File: config.mk
export PLATFORM = sky130hd
export DESIGN_NAME = rx_ad56x3_flat
export DESIGN_NICKNAME = d
export VERILOG_FILES = /design/src/rtl/rx_ad56x3_pkg.sv /design/src/rtl/rx_ad56x3_if.sv /design/src/rtl/rx_ad56x3_sync2ff.sv /design/src/rtl/rx_ad56x3.sv /design/src/flat_wrapper.sv
export SDC_FILE = /design/constraint.sdc
export NUM_CORES = 1
export LEC_CHECK = 0
export ABC_CLOCK_PERIOD_IN_PS = 2200
export CELL_PAD_IN_SITES_DETAIL_PLACEMENT = 0
export CELL_PAD_IN_SITES_GLOBAL_PLACEMENT = 1
export CORE_ASPECT_RATIO = 0.8
export CORE_UTILIZATION = 45
export CTS_CLUSTER_DIAMETER = 60
export DETAILED_ROUTE_END_ITERATION = 6
export GPL_ROUTABILITY_DRIVEN = 0
export PLACE_DENSITY_LB_ADDON = 0.1
export RECOVER_POWER = 25
export REMOVE_ABC_BUFFERS = 1
export SLEW_MARGIN = 30
export SYNTH_ARGS = -nofsm -noshare
export SYNTH_HDL_FRONTEND = slang
export SYNTH_SLANG_ARGS = --single-unit
File: constraint.sdc
create_clock -name clk -period 2.2 [get_ports clk]
set_input_delay 0.22 -clock clk [delete_from_list [all_inputs] [get_ports clk]]
set_output_delay 0.22 -clock clk [all_outputs]
set_load 0.005 [all_outputs]
File: src/rtl/rx_ad56x3_pkg.sv
// Shared AD56x3 frame definitions, used by both the driver side and the receiver.
package rx_ad56x3_pkg;

    localparam int FRAME_LEN = 24;
    localparam int CMD_MSB   = 21;
    localparam int CMD_LSB   = 19;
    localparam int ADDR_MSB  = 18;
    localparam int ADDR_LSB  = 16;
    localparam int DATA_MSB  = 15;

    localparam logic [2:0] ADDR_CH_A = 3'b000;
    localparam logic [2:0] ADDR_CH_B = 3'b001;

    typedef logic [1:0] rxState_t;
    localparam rxState_t ST_IDLE  = 2'd0;
    localparam rxState_t ST_SHIFT = 2'd1;
    localparam rxState_t ST_DONE  = 2'd2;

endpackage

File: src/rtl/rx_ad56x3_if.sv
// Avalon-ST source bundle carrying one decoded AD56x3 frame per transfer.
interface rx_ad56x3_if #(
    parameter int DATA_WIDTH = 14
);
    logic                  asoValid;
    logic                  asoChannel;
    logic [DATA_WIDTH-1:0] asoData;
    logic [2:0]            asoCmd;
    logic                  asoRdy;

    modport master (
        output asoValid,
        output asoChannel,
        output asoData,
        output asoCmd,
        input  asoRdy
    );

    modport slave (
        input  asoValid,
        input  asoChannel,
        input  asoData,
        input  asoCmd,
        output asoRdy
    );
endinterface

File: src/rtl/rx_ad56x3_sync2ff.sv
// Two-flop synchronizer with a configurable idle level applied during reset.
module sync2ff #(
    parameter logic RESET_VAL = 1'b0
) (
    input  logic clk,
    input  logic reset,
    input  logic d_i,
    output logic q_o
);
    logic meta_q;
    logic sync_q;

    always_ff @(posedge clk or posedge reset) begin
        if (reset) begin
            meta_q <= RESET_VAL;
            sync_q <= RESET_VAL;
        end else begin
            meta_q <= d_i;
            sync_q <= meta_q;
        end
    end

    assign q_o = sync_q;
endmodule

File: src/rtl/rx_ad56x3.sv
// AD56x3 serial-frame receiver: oversamples SYNC/SCLK/DIN, decodes 24-bit frames
// and presents them on an Avalon-ST source with overflow and frame-error pulses.
module rx_ad56x3
    import rx_ad56x3_pkg::*;
#(
    parameter int    DATA_WIDTH = 14,
    parameter string SIGN_A     = "UNSIGNED",
    parameter string SIGN_B     = "UNSIGNED"
) (
    input  logic        clk,
    input  logic        reset,
    input  logic        dacSync,
    input  logic        dacSclk,
    input  logic        dacDin,
    rx_ad56x3_if.master aso,
    output logic        frameErr,
    output logic        overflow
);
    localparam bit SIGNED_A = (SIGN_A == "SIGNED");
    localparam bit SIGNED_B = (SIGN_B == "SIGNED");

    logic syncS, sclkS, dinS;

    sync2ff #(.RESET_VAL(1'b1)) uSyncSync (.clk(clk), .reset(reset), .d_i(dacSync), .q_o(syncS));
    sync2ff #(.RESET_VAL(1'b1)) uSyncSclk (.clk(clk), .reset(reset), .d_i(dacSclk), .q_o(sclkS));
    sync2ff #(.RESET_VAL(1'b0)) uSyncDin  (.clk(clk), .reset(reset), .d_i(dacDin),  .q_o(dinS));

    logic                 syncPrev_q, sclkPrev_q;
    logic [1:0]           warm_q;
    logic                 armed_q;
    rxState_t             state_q, state_d;
    logic [FRAME_LEN-1:0] shift_q, shift_d;
    logic [4:0]           bitCnt_q, bitCnt_d;

    logic                  valid_q, valid_d;
    logic                  chan_q, chan_d;
    logic [DATA_WIDTH-1:0] data_q, data_d;
    logic [2:0]            cmd_q, cmd_d;
    logic                  frameErr_q, frameErr_d;
    logic                  overflow_q, overflow_d;

    logic                  syncFall, syncRise, sclkFall;
    logic                  frameDone, frameAbort;
    logic [FRAME_LEN-1:0]  frameNext;
    logic [2:0]            addr;
    logic                  addrOk, newChan, chanSigned;
    logic [DATA_WIDTH-1:0] rawData, newData;
    logic                  unusedBits;

    assign syncFall = syncPrev_q & ~syncS;
    assign syncRise = ~syncPrev_q & syncS;
    assign sclkFall = sclkPrev_q & ~sclkS;

    assign frameNext  = {shift_q[FRAME_LEN-2:0], dinS};
    assign addr       = frameNext[ADDR_MSB:ADDR_LSB];
    assign addrOk     = (addr == ADDR_CH_A) || (addr == ADDR_CH_B);
    assign newChan    = (addr == ADDR_CH_B);
    assign chanSigned = newChan ? SIGNED_B : SIGNED_A;
    assign rawData    = frameNext[DATA_MSB -: DATA_WIDTH];
    assign newData    = rawData ^ {chanSigned, {(DATA_WIDTH-1){1'b0}}};
    assign unusedBits = ^{shift_q[FRAME_LEN-1], frameNext};

    // A frame may only start once SYNC has been seen high on a real post-reset
    // sample, so a frame cut short by reset is not mistaken for a new one.
    always_ff @(posedge clk or posedge reset) begin
        if (reset) begin
            syncPrev_q <= 1'b1;
            sclkPrev_q <= 1'b1;
            warm_q     <= 2'b00;
            armed_q    <= 1'b0;
            state_q    <= ST_IDLE;
            shift_q    <= '0;
            bitCnt_q   <= '0;
        end else begin
            syncPrev_q <= syncS;
            sclkPrev_q <= sclkS;
            warm_q     <= {warm_q[0], 1'b1};
            armed_q    <= armed_q | (warm_q[1] & syncS);
            state_q    <= state_d;
            shift_q    <= shift_d;
            bitCnt_q   <= bitCnt_d;
        end
    end

    always_comb begin
        state_d    = state_q;
        shift_d    = shift_q;
        bitCnt_d   = bitCnt_q;
        frameDone  = 1'b0;
        frameAbort = 1'b0;
        case (state_q)
            ST_IDLE: begin
                if (syncFall && armed_q) begin
                    state_d  = ST_SHIFT;
                    shift_d  = '0;
                    bitCnt_d = '0;
                end
            end
            ST_SHIFT: begin
                if (syncRise) begin
                    state_d    = ST_IDLE;
                    frameAbort = 1'b1;
                end else if (sclkFall) begin
                    shift_d  = frameNext;
                    bitCnt_d = bitCnt_q + 5'd1;
                    if (bitCnt_q == 5'(FRAME_LEN - 1)) begin
                        state_d   = ST_DONE;
                        frameDone = 1'b1;
                    end
                end
            end
            ST_DONE: begin
                if (syncRise) begin
                    state_d = ST_IDLE;
                end
            end
            default: state_d = ST_IDLE;
        endcase
    end

    // A frame completing in the same cycle as a handshake replaces the held one.
    always_comb begin
        valid_d    = valid_q;
        chan_d     = chan_q;
        data_d     = data_q;
        cmd_d      = cmd_q;
        frameErr_d = frameAbort;
        overflow_d = 1'b0;
        if (valid_q && aso.asoRdy) begin
            valid_d = 1'b0;
        end
        if (frameDone) begin
            if (!addrOk) begin
                frameErr_d = 1'b1;
            end else if (!valid_q || aso.asoRdy) begin
                valid_d = 1'b1;
                chan_d  = newChan;
                data_d  = newData;
                cmd_d   = frameNext[CMD_MSB:CMD_LSB];
            end else begin
                overflow_d = 1'b1;
            end
        end
    end

    always_ff @(posedge clk or posedge reset) begin
        if (reset) begin
            valid_q    <= 1'b0;
            chan_q     <= 1'b0;
            data_q     <= '0;
            cmd_q      <= '0;
            frameErr_q <= 1'b0;
            overflow_q <= 1'b0;
        end else begin
            valid_q    <= valid_d;
            chan_q     <= chan_d;
            data_q     <= data_d;
            cmd_q      <= cmd_d;
            frameErr_q <= frameErr_d;
            overflow_q <= overflow_d;
        end
    end

    assign aso.asoValid   = valid_q;
    assign aso.asoChannel = chan_q;
    assign aso.asoData    = data_q;
    assign aso.asoCmd     = cmd_q;
    assign frameErr       = frameErr_q;
    assign overflow       = overflow_q;
endmodule

File: src/flat_wrapper.sv
// flat-port wrapper written by rule: the top's interface ports become plain ports
module rx_ad56x3_flat import rx_ad56x3_pkg::*;
#(
    parameter int    DATA_WIDTH = 14,
    parameter string SIGN_A     = "        ",
    parameter string SIGN_B     = "        "
)
  (clk, reset, dacSync, dacSclk, dacDin, frameErr, overflow, aso_asoValid, aso_asoChannel, aso_asoData, aso_asoCmd, aso_asoRdy);
  rx_ad56x3_if #(.DATA_WIDTH(DATA_WIDTH)) aso_i ();
  input  logic clk;
  input  logic reset;
  input  logic dacSync;
  input  logic dacSclk;
  input  logic dacDin;
  output logic frameErr;
  output logic overflow;
  output wire logic [$bits(aso_i.asoValid)-1:0] aso_asoValid;
  output wire logic [$bits(aso_i.asoChannel)-1:0] aso_asoChannel;
  output wire logic [$bits(aso_i.asoData)-1:0] aso_asoData;
  output wire logic [$bits(aso_i.asoCmd)-1:0] aso_asoCmd;
  input wire logic [$bits(aso_i.asoRdy)-1:0] aso_asoRdy;
  assign aso_asoValid = aso_i.asoValid;
  assign aso_asoChannel = aso_i.asoChannel;
  assign aso_asoData = aso_i.asoData;
  assign aso_asoCmd = aso_i.asoCmd;
  assign aso_i.asoRdy = aso_asoRdy;
  rx_ad56x3 #(.DATA_WIDTH(DATA_WIDTH), .SIGN_A(SIGN_A), .SIGN_B(SIGN_B)) u_core (.clk(clk), .reset(reset), .dacSync(dacSync), .dacSclk(dacSclk), .dacDin(dacDin), .aso(aso_i), .frameErr(frameErr), .overflow(overflow));
endmodule
# After elaboration in Yosys (flattened, before gate mapping)
# Index checks and enable logic that the tools add are counted.
[op_classes] n_addsub=1 n_eq_ne=10 muxes=29 n_bitwise=8 n_reduce_logical=11
[op_table] cell="21-bit 2-to-1 mux" count=3
[op_table] cell="21-bit case mux with 2 select lines" count=1
[op_table] cell="1-bit 2-to-1 mux" count=15
[op_table] cell="5-bit 2-to-1 mux" count=3
[op_table] cell="2-bit 2-to-1 mux" count=5
[op_table] cell="5-bit case mux with 2 select lines" count=1
[op_table] cell="4-bit AND reduction" count=2
[op_table] cell="2-bit by 1-bit != test with 1-bit output, second input constant" count=3
[op_table] cell="3-bit by 1-bit != test with 1-bit output, second input constant" count=2
[op_table] cell="2-bit case mux with 3 select lines" count=1
[op_table] cell="5-bit by 1-bit adder with 5-bit output, second input constant" count=1
[op_table] cell="5-bit == test, second input constant" count=1
[op_table] cell="1-bit bitwise AND" count=4
[op_table] cell="3-bit by 1-bit == test with 1-bit output, second input constant" count=1
[op_table] cell="3-bit zero test" count=1
[op_table] cell="1-bit inverter" count=3
[op_table] cell="3-bit AND reduction" count=1
[op_table] cell="2-bit by 1-bit == test with 1-bit output, second input constant" count=1
[op_table] cell="2-bit == test, second input constant" count=1
[op_table] cell="1-bit logical AND" count=2
[op_table] cell="2-bit zero test" count=1
[op_table] cell="1-bit logical OR" count=2
[op_table] cell="2-bit != test, second input constant" count=1
[op_table] cell="2-bit nonzero test" count=1
[op_table] cell="other kinds (2)" count=2
[word_totals] regBits=60 elab_cells=78

# Longest topological paths before layout
# Gate-level depths: netlist (run 1).
[depth] word_depth=6 depth_mapped=6 ltp_nobuf=5

# Cells and area by module
# A second synthesis (run 1) with hierarchy kept.
[unflattened] cells_unflattened=150 area_unflattened_um2=2289.7
[by_module_without_submodules] mod="rx_ad56x3" n_inst=1 cells_per_inst=141 area_per_inst_um2=2123.3 seq_area_each_um2=1353.8
[by_module_without_submodules] mod="sync2ff at u_core.uSyncSclk ..." n_inst=2 cells_per_inst=3 area_per_inst_um2=56.3 seq_area_each_um2=52.6
[by_module_without_submodules] mod="sync2ff at u_core.uSyncDin" n_inst=1 cells_per_inst=3 area_per_inst_um2=53.8 seq_area_each_um2=50.0

# Least setup slack after synthesis (run 1)
# No wires, ideal clock.
[synth_timing] path_kind="register to register" from="reg u_core.sclkPrev_q" to="reg u_core.cmd_q[0] (netlist: u_core.aso.asoCmd[0])" arrival_ns=1.655 required_ns=2.073 slack_ns=0.417 stages_incl_launch_ff=7 period_less_slack_ns=1.783 path_cell_list="dfstp_2 -> nand2b_4 -> nor3_4 -> and4_1 -> buf_4 -> buf_6 -> mux2_1"
[synth_between] elab_chain_len=5
[synth_rtl] item="start, declared" line="rx_ad56x3.sv:28" source="logic syncPrev_q, sclkPrev_q;"
[synth_rtl] item="start signal, assigned" line="rx_ad56x3.sv:76" source="sclkPrev_q <= sclkS;"
[synth_rtl] item="1-bit bitwise AND" line="rx_ad56x3.sv:52" source="assign sclkFall = sclkPrev_q & ~sclkS;"
[synth_rtl] item="1-bit 2-to-1 mux" line="rx_ad56x3.sv:103" source="end else if (sclkFall) begin"
[synth_rtl] item="1-bit 2-to-1 mux" line="rx_ad56x3.sv:100" source="if (syncRise) begin"
[synth_rtl] item="1-bit 2-to-1 mux" line="rx_ad56x3.sv:91" source="case (state_q)"
[synth_rtl] item="3-bit AND reduction (no line)"
[synth_rtl] item="end signal, assigned" line="rx_ad56x3.sv:158" source="cmd_q <= cmd_d;"
[synth_rtl] item="end, declared" line="rx_ad56x3.sv:38" source="logic [2:0] cmd_q, cmd_d;"
# No other way between the ends.
# A chain may end at the register's enable or synchronous reset.

# Worst setup path after layout (run 1)
[layout_timing] from="reg u_core.uSyncSync.sync_q (netlist: u_core.uSyncSync.q_o)" to="reg u_core.bitCnt_q[0]"
[layout_between] elab_chain_len=5 elab_cells_between_ends=7 classes_between="eq/ne (2); bitwise (3); reduce/logical (2)"
[layout_rtl] item="start, declared" line="rx_ad56x3_sync2ff.sv:11" source="logic sync_q;"
[layout_rtl] item="start signal, assigned" line="rx_ad56x3_sync2ff.sv:19" source="sync_q <= meta_q;"
[layout_rtl] item="1-bit inverter" line="rx_ad56x3.sv:50" source="assign syncFall = syncPrev_q & ~syncS;"
[layout_rtl] item="1-bit bitwise AND" line="rx_ad56x3.sv:50"
[layout_rtl] item="1-bit logical AND" line="rx_ad56x3.sv:93" source="if (syncFall && armed_q) begin"
[layout_rtl] item="2-bit by 1-bit != test with 1-bit output (no line)"
[layout_rtl] item="4-bit AND reduction (no line) (*)"
[layout_rtl] item="end signal, assigned" line="rx_ad56x3.sv:81" source="bitCnt_q <= bitCnt_d;"
[layout_rtl] item="end, declared" line="rx_ad56x3.sv:33" source="logic [4:0] bitCnt_q, bitCnt_d;"
# Every way passes the cells marked *; elsewhere a longest branch is shown, timed or not.

==> results of run 1 <==
-- placed cells by master, fill, tap and decap left out, types with 2 or more instances in the layout --
master           Yosys  routed
dfrtp_1             54      54
a22o_1              23      23
clkdlybuf4s50_1      0      22
mux2_1              10      10
clkbuf_8             0      10
mux2_2               9       9
dlygate4sd3_1        0       4
dfstp_2              6       4
nand2b_1             3       3
nand2_1              3       3
or4_1                3       3
o31ai_1              3       3
nand3_1              3       3
clkinvlp_4           0       3
buf_4                1       3
nand2b_4             2       2
nor2_1               2       2
a21o_1               2       2
a21oi_1              2       2
dfstp_1              0       2
-- power by group --
part           total, mW  internal [mW]  switching [mW]
Sequential          1.16           1.13          0.0243
Clock              0.850          0.440           0.410
Combinational      0.134         0.0487          0.0851
-- cell families after synthesis --
group,synth area share [%]
compound gates,12.2
fa+ha+maj,0.549
buf+inv,2.53
flops,66.2
mux,9.39
other cells,0.165
simple gates,8.95
-- metrics by stage --
stage	instances	worst slack, ns	instance area (um^2)	power, mW	hold slack, ns
global route	249	0.237	2770	2.25	0.359
CTS	249	0.404	2780	2.18	0.213
finish	249	0.364	2770	2.14	0.352
global placement	233	0.425	2600	1.31	0.334
floorplan	143	-0.156	2220	1.27	0.224
detailed placement	233	0.412	2600	1.32	0.340
-- final cells by class --
cell class / instances / share of cell area, %
timing repair buffer: 30 / 10.4
clock buffer: 11 / 5.11
clock inverter: 5 / 1.31
multi-input combinational: 82 / 25.7
tap: 60 / 2.71
inverter: 1 / 0.136
sequential: 60 / 54.6
-- sequential cells by signal, summed over array words and instances, names as in the netlist --
register,flops
u_core.frameErr,1
u_core.sclkPrev_q,1
u_core.bitCnt_q,5
u_core.uSyncSclk.meta_q,1
u_core.aso.asoValid,1
u_core.state_q,2
u_core.uSyncSclk.q_o,1
u_core.uSyncDin.q_o,1
u_core.armed_q,1
u_core.uSyncSync.meta_q,1
u_core.uSyncDin.meta_q,1
u_core.warm_q,2
u_core.aso.asoChannel,1
u_core.uSyncSync.q_o,1
u_core.aso.asoCmd,3
u_core.syncPrev_q,1
u_core.overflow,1
u_core.aso.asoData,14
u_core.shift_q,21
-- routing by layer --
metal	global-route usage [%]	vias to the layer above	wire length [um]
met5	0	-	0
li1	-	620	-
met3	8.89	7	187
met4	6.03	0	60
met1	22.5	684	1800
met2	25.5	35	1730
-- how the worst min path moves through the flow --
stage | start | end | slack [ns]
2_1_floorplan | dacSclk | u_core.uSyncSclk.meta_q | 0.22
3_3_place_gp | u_core.uSyncDin.meta_q | u_core.uSyncDin.q_o | 0.33
3_5_place_dp | u_core.warm_q[0] | u_core.warm_q[1] | 0.34
4_1_cts | reset | u_core.uSyncDin.meta_q | 0.21
5_1_grt | u_core.warm_q[0] | u_core.warm_q[1] | 0.36
6_report | u_core.warm_q[0] | u_core.warm_q[1] | 0.35
-- synthesized netlist by cell type --
library cell and n:
dfrtp_1 54, a22o_1 23, mux2_1 10, mux2_2 9, dfstp_2 6, buf_6 3
nand2_1 3, nand2b_1 3, nand3_1 3, o31ai_1 3, or4_1 3, a21o_1 2
a21oi_1 2, clkbuf_1 2, nand2b_4 2, nor2_1 2, a21boi_0 1, a21boi_1 1
a21oi_2 1, and2_1 1, and2b_1 1, and4_1 1, and4b_1 1, and4bb_2 1
buf_2 1, buf_4 1, conb_1 1, ha_1 1, inv_1 1, nand3b_1 1
nor2b_1 1, nor2b_4 1, nor3_4 1, nor4_1 1, o21ai_0 1, or2_2 1
==> impl_metrics.csv, run 1 <==
group,metric,value,unit
status,outcome,"finished clean",
clock_tree,cts_tree,"yes",
logic_synthesis,synth_top_area_share,59.3,%
job,maxCapViolations,0,
sta,finalCritPeriodShare,83.4,%
logic_synthesis,synth_warnings,0,
setup_path,crit_end,"u_core.bitCnt_q[0]",
setup_path,r2r_cells,4,
routing,ant_nets,0,
finish,multi_input_area,712,um^2
grt,antenna_found_initial,0,
setup_path,endpoint_kind,"flop",
clock_tree,ctsResizeCount,0,
die,core,4730,um^2
placement,io_buffers,26,
routing,via_per_inst,5.41,
setup_path,slowest_stage,"dfstp_1",
setup_path,crit_fanout,23,
sta,finalHoldViolCount,0,
sta,setup_viol,0,
setup_path,path_cells,"and4bb_2 > a21oi_2 > or2_2 > mux2_2",
die,dieWidth,81.6,um
die,die_y,65.6,um
worst_hold_path,hp-class,"reg -> reg",
setup_path,r2r_slack,0.36,ns
finish,diodes,0,
clock_tree,clk_latency,0.33,ns
sta,worstMarginPinSlew,0.777,ns
grt,overflow,0,
routing,num_vias,1346,
clock_tree,clock-root-buffer,"clkbuf_8",
setup_path,cp_slowest_stage_delay,0.60,ns
die,die_area,5350,um^2
routing,routed_wirelength,3770,um
setup_path,cp.depth,4,
routing,drtPass1Iterations,4,
sta,fmax,545,MHz
setup_path,setup.worst_path.class,"reg -> reg",
logic_synthesis,netlist_area,2280,um^2
finish,final_util,58.4,%
power,p_leak,1.29,nW
worst_hold_path,hold-path-cell-count,0,
clock_tree,path_clk_slew,0.07,ns
setup_path,cp_num_buf_inv,0,
logic_synthesis,avgSynthCellArea,15.2,um^2
power,p_per_area,775,nW/um^2
setup_path,cp-start-kind,"flop",
finish,fill_cells,378,
clock_tree,clock_path_buffers,2,
finish,nets,191,
clock_tree,cts_hold_buffers,0,
routing,drc,0,
clock_tree,post_cts_buffers,0,
routing,wl_per_cell,15.1,um
setup_path,cp-startpoint,"u_core.uSyncSync.q_o",
grt,grt_pass1_wl,6540,um
finish,area_growth,21.4,%
die,num_rows,22,
die,initial_core_util,48.1,%
clock_tree,cts_buffers,9,
finish,drive_above_1_share,20.6,%
sta,slew_headroom,48.2,%
setup_path,r2r-start,"u_core.uSyncSync.q_o",
setup_path,critPathTopFamily,"simple AND/OR/NAND/NOR gates",
sta,rsz0062_at_grt,"false",
clock_tree,htree_levels,3,
setup_path,crit_required,2.47,ns
routing,drt_iter0_drc,48,
sta,drv_slew,0,
logic_synthesis,yosysUniqueCellTypes,36,
sta,period_minus_slack,1.84,ns
power,irDropWorstVdd,0.000503,V
finish,regArea,1510,um^2
logic_synthesis,yosysSeqAreaShare,66.2,%
grt,grt_max_degree,25,
placement,place_hpwl,2490,um
sta,skew,0.00647,ns
grt,first_global_vias,1351,
sta,tns,0,ns
setup_path,worstPathArrival,2.10,ns
logic_synthesis,synth_top_cell_by_area,"dfrtp_1",
setup_path,r2r-end,"u_core.bitCnt_q[0]",
logic_synthesis,yosys-top-cells-area,"dfrtp_1 (59%), a22o_1 (8.8%), dfstp_2 (6.9%)",
grt,track_usage,17.6,%
logic_synthesis,ys_ff_latch,60,
clock_tree,cts.sinks,60,
die,io_pins,27,
logic_synthesis,postSynthCellCount,150,
Note: power is estimated with default switching activity, not from simulation.
==> run 2: changes to the inputs <==
- ABC_CLOCK_PERIOD_IN_PS: 2200 -> 1550
- CORE_UTILIZATION: 45 -> 41
- clock period: 2.2 -> 1.55 ns (I/O delays scaled with it)
==> impl_metrics.csv, run 2 (same netlist as run 1, synthesis figures left out) <==
group,metric,value,unit
status,outcome,"finished, violations left",
status,violations,"negative setup slack",
clock_tree,clock_path_buffers,2,
setup_path,setup.worst_path.class,"reg -> reg",
sta,skew,0.00768,ns
placement,dp_slack,-0.155,ns
sta,finalHoldViolCount,0,
setup_path,cp-start-kind,"flop",
die,die_y,68.7,um
grt,grt_pass1_wl,7250,um
routing,wl_per_cell,17.3,um
sta,fmax,589,MHz
routing,drtPass1Iterations,4,
finish,layout_common_cells,"dfrtp_1 (54), a22o_1 (23), clkdlybuf4s50_1 (22)",
setup_path,r2r_slack,-0.15,ns
setup_path,endpoint_kind,"flop",
die,io_pins,27,
finish,largest_reg_flops,21,
routing,num_vias,1431,
finish,final_util,58.7,%
die,num_rows,23,
die,die_area,5860,um^2
clock_tree,clk_latency,0.33,ns
sta,slew_headroom,47.5,%
routing,via_per_inst,5.36,
sta,finalCritPeriodShare,110,%
clock_tree,clock-root-buffer,"clkbuf_8",
power,p_leak,1.42,nW
sta,period_minus_slack,1.70,ns
sta,setup_viol,41,
placement,io_buffers,26,
clock_tree,cts_tree,"yes",
placement,dp_cells,247,
grt,grt_max_degree,61,
routing,routed_wirelength,4620,um
sta,drv_slew,0,
finish,nets,207,
die,initial_core_util,44.0,%
setup_path,slowest_stage,"dfstp_2",
routing,drt_iter0_drc,36,
finish,diodes,0,
finish,layout.cells.non_filler,267,
clock_tree,htree_levels,3,
finish,area_growth,33.5,%
grt,track_usage,17.2,%
grt,antenna_found_initial,0,
routing,ant_nets,0,
setup_path,cp_slowest_stage_delay,0.56,ns
clock_tree,cts_hold_buffers,0,
grt,overflow,0,
power,p_per_area,1030,nW/um^2
finish,final_common_cell,"dfrtp_1",
routing,drc,0,
finish,top_register,"u_core.shift_q",
clock_tree,path_clk_slew,0.06,ns
grt,first_global_vias,1490,
clock_tree,cts_buffers,9,
sta,finalWorstSetupSlack,-0.148,ns
setup_path,crit_required,1.77,ns
power,irDropWorstVdd,0.000600,V
sta,worstMarginPinSlew,0.788,ns
setup_path,worstPathArrival,1.91,ns
setup_path,crit_fanout,5,
sta,rsz0062_at_grt,"true",
job,maxCapViolations,0,
finish,drive_above_1_share,33.7,%
die,dieWidth,85.3,um
die,core,5180,um^2
placement,place_hpwl,2670,um
worst_hold_path,hp-class,"reg -> reg",
sta,tns,-3.48,ns
sta,timing.hold.ws,0.349,ns
setup_path,path_cells,"nor2b_4 > nor3_4 > and4_4 > clkbuf_16 > mux2_4",
clock_tree,cts.sinks,60,
[run 2: cell count changes in the layout (fill, tap and decap cells not counted), sizes merged]
cell / previous run / this run
buf: 3 / 17
clkinvlp: 3 / 0
clkinv: 1 / 4
clkbuf: 12 / 16
inv: 2 / 0
[run 2: path summary, 6_finish.rpt]
kind	start	endpoint	depth (start not counted)
max in group asynchronous	reset	u_core.bitCnt_q[3]	3
setup reg to reg	u_core.syncPrev_q	u_core.aso.asoData[0]	5
setup / recovery	u_core.syncPrev_q	u_core.aso.asoData[0]	5
min in group asynchronous	reset	u_core.warm_q[0]	3
hold reg to reg	u_core.uSyncDin.meta_q	u_core.uSyncDin.q_o	0
hold / removal	u_core.uSyncDin.meta_q	u_core.uSyncDin.q_o	0
[run 2: power by group]
| part | internal, mW | switching, mW |
|---|---|---|
| clock | 0.617 | 0.559 |
| combinational | 0.149 | 0.154 |
| sequential | 1.61 | 0.0316 |
[run 2: repair_timing]
| item | in CTS | in global routing |
|---|---|---|
| cloned | 0 | 3 |
| setup buffers | 1 | 0 |
| gates resized for setup | 7 | 21 |
| pin swaps | 4 | 2 |
| endpoints found under the setup margin | 42 | 46 |
| endpoints found under the hold margin | 0 | 0 |
[run 2: routing by layer]
metal  vias to the layer above  GRT usage (%)  share of wire [%]
met2                        36           27.5                 47
met3                         5           7.74                5.4
met1                       740           21.0                 47
met4                         0           6.25               0.74
met5                         -              0                  0
li1                        650              -                  -
[run 2: metrics by stage]
stage	instance area, um^2	total power [mW]
after floorplan	2220	1.80
after global placement	2720	1.93
after detailed placement	2720	1.94
after CTS	2920	3.15
after global routing	3040	3.28
final	3040	3.12
[run 2: final cells by class]
cell class,instances,area (um^2)
Fill cell,410,2140
Tap cell,62,77.6
Inverter,1,3.75
Sequential cell,60,1510
Multi-Input combinational cell,82,806
Clock inverter,3,15.0
Clock buffer,13,149
Timing Repair Buffer,46,482
[run 2: critical path: cells and delay by family (launching register included)]
family,cells,cell delay [ns]
DFF,1,0.56
buffers and inverters,1,0.18
muxes,1,0.30
and+or+nand+nor,3,0.55
==> run 3: changes to the inputs <==
- CORE_UTILIZATION: 41 -> 43
- CTS_BUF_LIST: not set -> sky130_fd_sc_hd__clkbuf_4
==> impl_metrics.csv, run 3 (same netlist as run 1, synthesis figures left out) <==
group,metric,value,unit
setup_path,cp-start-kind,"flop",
die,initial_core_util,45.0,%
power,irDropWorstVdd,0.000602,V
die,dieWidth,83.4,um
finish,multi_input_area,808,um^2
sta,slew_headroom,47.0,%
grt,overflow,0,
die,num_rows,23,
sta,finalCritPeriodShare,111,%
finish,area_growth,35.3,%
clock_tree,htree_levels,3,
die,core,5060,um^2
routing,via_per_inst,5.33,
status,violations,"negative setup slack",
power,total_power,3.07,mW
routing,drc,0,
sta,fmax,581,MHz
finish,fill_cells,393,
clock_tree,cts_tree,"yes",
routing,wl_per_cell,17.0,um
finish,final_util,60.9,%
sta,rsz0062_at_grt,"true",
clock_tree,clock-root-buffer,"clkbuf_4",
worst_hold_path,hp-class,"in -> reg",
clock_tree,cts_buffers,9,
routing,ant_nets,0,
placement,place_hpwl,2570,um
routing,drt_iter0_drc,70,
grt,antenna_found_initial,0,
sta,skew,0.0179,ns
finish,layout_common_cells,"dfrtp_1 (54), a22o_1 (23), clkdlybuf4s50_1 (22)",
finish,top_register,"u_core.shift_q",
setup_path,crit_fanout,5,
sta,drv_slew,0,
finish,largest_reg_flops,21,
grt,grt_max_degree,61,
setup_path,worstPathArrival,2.01,ns
grt,first_global_vias,1419,
die,die_y,67.1,um
routing,drtPass1Iterations,4,
placement,io_buffers,26,
sta,finalWorstSetupSlack,-0.170,ns
clock_tree,cts.sinks,60,
clock_tree,path_clk_slew,0.09,ns
status,outcome,"finished, violations left",
sta,setup_viol,43,
finish,drive_above_1_share,36.2,%
setup_path,crit_required,1.84,ns
die,io_pins,27,
routing,num_vias,1450,
finish,diodes,0,
job,maxCapViolations,0,
sta,worstMarginPinSlew,0.794,ns
power,p_per_area,995,nW/um^2
finish,final_common_cell,"dfrtp_1",
grt,grt_pass1_wl,6800,um
finish,nets,212,
clock_tree,clk_latency,0.40,ns
sta,finalHoldViolCount,0,
grt,track_usage,16.6,%
power,p_leak,1.44,nW
routing,routed_wirelength,4630,um
sta,timing.hold.ws,0.307,ns
clock_tree,cts_hold_buffers,0,
setup_path,setup.worst_path.class,"reg -> reg",
sta,period_minus_slack,1.72,ns
finish,regArea,1510,um^2
clock_tree,clock_path_buffers,2,
setup_path,endpoint_kind,"flop",
die,die_area,5600,um^2
run 3: cell count changes in the layout (fill, tap and decap cells not counted), sizes merged:
| cell | before | now |
|---|---|---|
| buf | 17 | 21 |
| bufinv | 0 | 1 |
run 3: metrics by stage:
step	std cells	TNS [ns]	worst slack (ns)	area, um^2
3_5_place_dp	248	-4.31	-0.136	2720
6_report	272	-4.71	-0.170	3080
3_3_place_gp	248	-3.35	-0.102	2720
2_1_floorplan	143	-19.04	-0.806	2220
5_1_grt	272	-6.73	-0.215	3080
4_1_cts	266	-3.13	-0.130	2910
run 3: what timing repair did:
action,4_1_cts,5_1_grt
gates cloned,1,4
gates resized for setup,9,24
setup endpoints to repair,43,45
buffers inserted,1,3
pin swaps,4,4
run 3: cell type report:
class | instances | area share, %
clock buffers | 12 | 2.92
clock inverters | 4 | 1.38
multi-input cells | 82 | 26.2
well taps | 62 | 2.52
flip-flops and latches | 60 | 48.9
repair buffers | 51 | 17.9
inverters | 1 | 0.122
run 3: critical path, stage by stage, from the launching register on:
cell and delay [ns]:
dfstp_2 0.56, nand2b_4 0.07, nor3_4 0.18, and4_4 0.32
clkbuf_16 0.18, mux2_4 0.30
run 3: path summary, 6_finish.rpt:
check | from | to | slack (ns) | cells after the start
hold reg to reg | u_core.uSyncSclk.meta_q | u_core.uSyncSclk.q_o | 0.35 | 0
max in group asynchronous | reset | u_core.aso.asoData[10] | 0.58 | 3
setup reg to reg | u_core.sclkPrev_q | u_core.aso.asoCmd[1] | -0.17 | 5
min in group asynchronous | reset | u_core.aso.asoData[3] | 0.45 | 3
setup / recovery | u_core.sclkPrev_q | u_core.aso.asoCmd[1] | -0.17 | 5
hold / removal | dacSclk | u_core.uSyncSclk.meta_q | 0.31 | 1
run 3: where the power goes:
part | switching [mW] | total (mW) | leakage [nW] | internal (mW)
combinational | 0.165 | 0.358 | 0.566 | 0.193
sequential | 0.0321 | 1.64 | 0.800 | 1.61
clock | 0.534 | 1.07 | 0.0764 | 0.535
total | 0.730 | 3.07 | 1.44 | 2.34
run 3: routing by layer:
layer  GRT usage [%]  up-vias  wire length, um
met3            8.30        6              248
met1            21.2      740             2270
met4            5.82        0               46
li1                -      669                -
met5               0        -                0
met2            24.5       35             2060
